--- src/rtl/irq_ctrl_pkg.sv ---
// irq_ctrl_pkg: register map and CLAIM field layout shared by the interrupt controller
package irq_ctrl_pkg;
   typedef enum logic [2:0] {
      REG_STATUS = 3'd0,
      REG_MASK   = 3'd1,
      REG_MODE   = 3'd2,
      REG_CLEAR  = 3'd3,
      REG_CLAIM  = 3'd4,
      REG_EOI    = 3'd5,
      REG_INSVC  = 3'd6,
      REG_RSVD   = 3'd7
   } reg_e;
   localparam int CLAIM_VALID_BIT = 31;
endpackage

--- src/rtl/irq_prio_enc.sv ---
// irq_prio_enc: lowest-index-wins priority encoder; o_idx is 0 when nothing is set
module irq_prio_enc #(
   parameter int N = 6,
   parameter int W = 3
) (
   input  logic [N-1:0] i_vec,
   output logic         o_valid,
   output logic [W-1:0] o_idx
);
   always_comb begin
      o_valid = |i_vec;
      o_idx = '0;
      for (int i = N - 1; i >= 0; i--) if (i_vec[i]) o_idx = W'(i);
   end
endmodule

--- src/rtl/irq_ctrl.sv ---
// irq_ctrl: synchronised, maskable, fixed-priority interrupt controller with in-service nesting
module irq_ctrl
   import irq_ctrl_pkg::*;
#(
   parameter int N_SRC = 6,
   parameter int ID_W  = 3
) (
   input  logic             clk,
   input  logic             rst,
   input  logic [2:0]       addr,
   input  logic             we,
   input  logic [31:0]      din,
   output logic [31:0]      dout,
   input  logic [N_SRC-1:0] src_irq,
   output logic             int_req
);
   logic [N_SRC-1:0] r_s1, r_s2, r_s3, r_pend, r_mask, r_mode, r_insvc;
   logic             r_int_req;
   logic [N_SRC-1:0] w_wdat, w_edge, w_elig, w_clr, w_mode_chg, w_win_oh, w_eoi_oh, w_pend_nxt;
   logic [ID_W-1:0]  w_win_id, w_is_id;
   logic             w_win_v, w_is_v, w_valid, w_claim, w_unused;
   reg_e             w_reg;

   assign w_reg    = reg_e'(addr);
   assign w_wdat   = din[N_SRC-1:0];
   assign w_unused = ^din[31:N_SRC];
   assign w_edge   = r_s2 & ~r_s3;
   assign w_elig   = r_pend & r_mask;

   irq_prio_enc #(.N(N_SRC), .W(ID_W)) u_win (.i_vec(w_elig),  .o_valid(w_win_v), .o_idx(w_win_id));
   irq_prio_enc #(.N(N_SRC), .W(ID_W)) u_isv (.i_vec(r_insvc), .o_valid(w_is_v),  .o_idx(w_is_id));

   // a winner must outrank every source already in service to preempt
   assign w_valid    = w_win_v && (!w_is_v || w_win_id < w_is_id);
   assign w_claim    = we && w_reg == REG_CLAIM && w_valid;
   assign w_win_oh   = w_claim ? N_SRC'(1) << w_win_id : '0;
   assign w_clr      = (we && w_reg == REG_CLEAR ? w_wdat : '0) | w_win_oh;
   assign w_mode_chg = we && w_reg == REG_MODE ? w_wdat ^ r_mode : '0;
   // ids beyond N_SRC shift out of range and clear nothing
   assign w_eoi_oh   = we && w_reg == REG_EOI ? N_SRC'(1) << din[ID_W-1:0] : '0;
   // an edge event outranks a same-cycle clear; a mode change outranks both
   assign w_pend_nxt = ((r_mode & ((r_pend & ~w_clr) | w_edge)) | (~r_mode & r_s2)) & ~w_mode_chg;
   assign int_req    = r_int_req;

   always_comb begin
      dout = '0;
      case (w_reg)
         REG_STATUS: dout[N_SRC-1:0] = r_pend;
         REG_MASK:   dout[N_SRC-1:0] = r_mask;
         REG_MODE:   dout[N_SRC-1:0] = r_mode;
         REG_CLAIM: begin
            dout[CLAIM_VALID_BIT] = w_valid;
            dout[ID_W-1:0] = w_win_id;
         end
         REG_INSVC:  dout[N_SRC-1:0] = r_insvc;
         default: ;
      endcase
   end

   always_ff @(posedge clk or negedge rst) begin
      if (!rst) begin
         r_s1 <= '0;
         r_s2 <= '0;
         r_s3 <= '0;
         r_pend <= '0;
         r_mask <= '0;
         r_mode <= '0;
         r_insvc <= '0;
         r_int_req <= 1'b0;
      end else begin
         r_s1 <= src_irq;
         r_s2 <= r_s1;
         r_s3 <= r_s2;
         r_pend <= w_pend_nxt;
         if (we && w_reg == REG_MASK) r_mask <= w_wdat;
         if (we && w_reg == REG_MODE) r_mode <= w_wdat;
         r_insvc <= (r_insvc | w_win_oh) & ~w_eoi_oh;
         r_int_req <= w_valid;
      end
   end
endmodule

--- config.mk ---
export PLATFORM = sky130hd
export DESIGN_NAME = irq_ctrl
export DESIGN_NICKNAME = d
export VERILOG_FILES = /design/src/rtl/irq_ctrl_pkg.sv /design/src/rtl/irq_prio_enc.sv /design/src/rtl/irq_ctrl.sv
export SDC_FILE = /design/constraint.sdc
export NUM_CORES = 1
export LEC_CHECK = 0
export ABC_AREA = 1
export BUFFER_PORTS_ARGS = -buffer_cell sky130_fd_sc_hd__buf_2
export CAP_MARGIN = 20
export CORE_UTILIZATION = 50
export CTS_BUF_LIST = sky130_fd_sc_hd__clkbuf_4
export CTS_CLUSTER_DIAMETER = 40
export CTS_CLUSTER_SIZE = 24
export DETAILED_ROUTE_END_ITERATION = 10
export PLACE_DENSITY = 0.79
export SYNTH_ARGS = -nofsm -noshare
export SYNTH_HDL_FRONTEND = slang
export SYNTH_SLANG_ARGS = --single-unit
--- constraint.sdc ---
create_clock -name clk -period 2 [get_ports clk]
set_input_delay 0 -clock clk [delete_from_list [all_inputs] [get_ports clk]]
set_output_delay 0 -clock clk [all_outputs]
set_load 0.005 [all_outputs]
==> metrics.sh <==
NUMBER_OF_I_O_PINS=77
SYNTH_SEQUENTIAL_AREA_RATIO=0.464
POST-PLACE-CELLS=353
YOSYS.AREA.TOP_TYPE_SHARE=0.464
VIA_PER_INST=5.12
LAYOUT-AREA-OVERHEAD-VS-SYNTH_PCT=19.5
MAXSLEWVIOLCOUNT=0
PWR_DENS_nW_PER_UM2=821
CLOCKROOTBUFFER='sky130_fd_sc_hd__clkbuf_4'
CRIT_FANOUT=5
ROUTED_WL_MM=5.04
SYNTHMUXAREASHARE=0
OUTCOME='finished clean'
TIMING.CRITICAL_PATH.REQUIRED_PS=2000
HOLD_PATH_DEPTH=3
SYNTHSIMPLEGATEAREAFRAC=0.248
SYNTH_AREA_IN_COMPOUND_GATES=0.112
POST_SYNTH_MAIN_AREA_CONTRIBUTORS='sky130_fd_sc_hd__dfrtp_1 46%, sky130_fd_sc_hd__nand2_1 12%, sky130_fd_sc_hd__buf_4 8.1%, sky130_fd_sc_hd__inv_1 5.0%, sky130_fd_sc_hd__nor2_1 2.3%'
DETAILEDROUTE.FIRSTPASSITERATIONCOUNT=5
GRT_SETUP_UNREPAIRED='yes'
CLKTRANSATPATHREGS_PS=120
WORST_EP_ARRIVAL_TIME_PS=1980
FINAL_CRITICAL_PATH_SETUP_SLACK_PS=16.3
CRIT_START='r_insvc[0]$_DFF_PN0_'
FMAXACHIEVABLE_MHz=504
SYNTHDISTINCTLIBCELLS=28
SYNTH-SEQ-CELLS=43
COMMONEST_CELLS_AFTER_ROUTING_FILL_AND_TAPS_ASIDE='64 x sky130_fd_sc_hd__nand2_1, 43 x sky130_fd_sc_hd__dfrtp_1, 29 x sky130_fd_sc_hd__inv_1, 25 x sky130_fd_sc_hd__conb_1, 25 x sky130_fd_sc_hd__buf_2'
CTS_BUFFER_DEPTH=2
SYNTH_TOP_CELL_BY_AREA='sky130_fd_sc_hd__dfrtp_1'
DIE_AREA_SQ_UM=4920
DETAILEDPLACEMENTHPWL_MM=3.47
FINAL_CELL_COUNT_WITHOUT_FILLERS=386
WORST_HOLD_PATH_TYPE='primary input to flip-flop'
RRSETUPSLACK_PS=80
SETUP_VIOLATIONS=0
IRDROPWORSTVDD_V=0.000543
PARITY_GATE_SHARE_OF_THE_SYNTHESIZED_AREA_COUNTING_XOR_AND_XNOR_CELLS=0.0189
POST_SYNTH_FA_HA_MAJ_AREA_FRACTION=0.0108
FLOORPLAN.ROWS=24
SYNTHESIS.AREA_SQ_UM=2320
FINAL_DESIGN_AREA_NO_FILL_SQ_UM=2770
CP-START-KIND='flip-flop'
INSERTEDDIODECOUNT=0
POST-ROUTE-DRC-COUNT=0
R2R-START='r_insvc[0]$_DFF_PN0_'
DP_WORST_SETUP_SLACK_PS=72.2
WORSTSETUPPATHTYPE='flip-flop to primary output'
NUMBER_OF_CELLS_ON_THE_WORST_REG_TO_REG_PATH=10
HOLD_SP='din[0]'
CORE_BOX_AREA_SQ_UM=4410
H-TREE-DEPTH=2
PLACED_AREA_SQ_UM=2420
SYNTH.YOSYS.WARNINGS=0
PLACEMENT.IO_BUFFERS=25
COMBINATIONAL_FAMILY_WITH_THE_MOST_AREA_AFTER_SYNTHESIS='simple AND/OR/NAND/NOR gates'
MAXCAPVIOLATIONS=0
CTS_TREE='built'
NUMBER_OF_GLOBAL_ROUTE_VIAS_BEFORE_REPAIR=1778
PERIOD_MINUS_SLACK_PS=1980
ANTENNA_VIOLATIONS_BEFORE_REPAIR=0
NUMBER_OF_ENABLE_TYPE_REGISTER_CELLS_IN_THE_SYNTHESIZED_NETLIST=0
GRT_FIRST_PASS_WIRELENGTH_MM=8.08
YOSYS_MOST_USED_DFF='sky130_fd_sc_hd__dfrtp_1'
POST_SYNTH_INST_COUNT=276
WORST_SKEW_PAIR.LATE_LATENCY_PS=360
DETAIL_ROUTE.WL_PER_CELL_MICRONS=13.1
FINALHOLDVIOLATIONS=0
GRT_START_MAX_NET_PINS=28
GR-USAGE-ALL-LAYERS=0.219
DESIGN.FINAL.NETS=379
WEIGHTED_CONGESTION_AT_THE_END_OF_ROUTABILITY_DRIVEN_GLOBAL_PLACEMENT=1.02
SYNTH.AVG_CELL_AREA_SQ_UM=8.40
DIE_X_MICRONS=70.1
DRT-INITIAL-DRC-COUNT=166
GLOBALROUTEOVERFLOWTOTAL=0
ANTENNA_VIOLATING_NETS_POST_ROUTE=0
VIAS=1975
POST_ROUTE_CELLS_DRIVE_ABOVE_1_SHARE=0.278
TIMING.CLOCK.SKEW_PS=9.50
DIE_HEIGHT_MICRONS=70.1
CRITICAL_PATH.REG2REG.ENDPOINT='r_pend[2]$_DFF_PN0_'
CLOCK-SINKS=43
WORSTHOLDENDPOINT='r_insvc[4]$_DFF_PN0_'
CRITICAL_PATH.ENDPOINT_TYPE='primary output'
MOSTFREQUENTLAYOUTCELL='sky130_fd_sc_hd__nand2_1'
STARTING_DENSITY_OF_THE_CORE=0.526
CLOCK_BUFFERS_CREATED_BY_TRITONCTS=5
FIN_SETUP_TNS_PS=0
SYNTH_ASYNC_SR_FLOP_SHARE=1.00
LAYOUT_WORST_PATH_CYCLE_SHARE=0.992
P_LEAK_nW=1.43
==> area by class of cell <==
type                            count  area [sq um]
Clock inverter                      1          5.00
Multi-Input combinational cell    193          1070
Fill cell                         378          1640
Clock buffer                        7          52.6
Inverter                           37           139
Sequential cell                    43          1080
Tap cell                           52          65.1
Timing Repair Buffer               53           365
==> state kept, by name (all words and copies together) (netlist names) <==
name	cells
r_mask	6
r_insvc	6
int_req	1
r_pend	6
r_mode	6
r_s3	6
r_s1	6
r_s2	6
==> cells by family (layout without fill, tap and decap cells) <==
family,after synthesis,after routing
buffers and inverters,64,98
other,1,25
and+or+nand+nor,121,121
xor gates and xnor gates,5,5
DFF,43,43
adders and majority gates,2,2
AOI/OAI and AO/OA,40,40
==> critical path, stage by stage (launching register included) <==
cell and delay, ps:
sky130_fd_sc_hd__dfrtp_1 400, sky130_fd_sc_hd__inv_1 170, sky130_fd_sc_hd__o2111ai_1 210, sky130_fd_sc_hd__ha_4 290, sky130_fd_sc_hd__a21oi_2 130, sky130_fd_sc_hd__nand2_2 80
sky130_fd_sc_hd__nand2_4 60, sky130_fd_sc_hd__nand2_2 50, sky130_fd_sc_hd__nor2_1 100, sky130_fd_sc_hd__buf_2 120
==> worst max-delay path by stage <==
stage / endpoint / slack, ps / cells past startpoint
CTS: dout[31] / -20 / 14
global route: dout[31] / -100 / 12
floorplan: r_pend[4]$_DFF_PN0_ / 280 / 12
global placement: r_pend[3]$_DFF_PN0_ / 90 / 12
finish: dout[31] / 20 / 9
detailed placement: r_pend[3]$_DFF_PN0_ / 70 / 12
==> power breakdown <==
part           leakage, nW  switching, mW  total [mW]  internal [mW]
Combinational        0.891          0.423       0.753          0.330
Sequential           0.508          0.109        1.10          0.988
Clock               0.0361          0.263       0.427          0.164
==> metal layers <==
metal | track usage | share of wire | vias up
met5 | 0 | 0 | -
met4 | 0.140 | 0.034 | 0
met3 | 0.0491 | 0.057 | 20
met2 | 0.359 | 0.49 | 85
met1 | 0.259 | 0.42 | 914
li1 | - | - | 956
==> cell usage after synthesis (all sizes together) (2+ instances only) <==
| cell | n |
|---|---|
| a21oi | 12 |
| a221oi | 3 |
| a22oi | 6 |
| buf | 27 |
| dfrtp | 43 |
| ha | 2 |
| inv | 37 |
| nand2 | 81 |
| nand3 | 9 |
| nand4 | 8 |
| nor2 | 15 |
| nor3 | 5 |
| nor4 | 3 |
| o2111ai | 2 |
| o21ai | 15 |
| o22ai | 2 |
| xnor2 | 5 |
==> through the flow <==
step	util	power, mW	hold slack (ps)
floorplan	-	1.52	-296
global placement	0.549	1.66	-58.5
detailed placement	0.549	1.68	-49.6
CTS	0.613	2.21	16.3
global route	0.628	2.42	47.9
finish	0.628	2.28	39.9
==> repair_timing <==
item	4_1_cts	5_1_grt
hold buffers	12	0
endpoints found under the setup margin	1	14
setup buffers	9	5
pin swaps	7	10
cloned	0	0
hold endpoints to repair	38	0
gates resized for setup	10	10
Power figures use the tool's default switching activity.
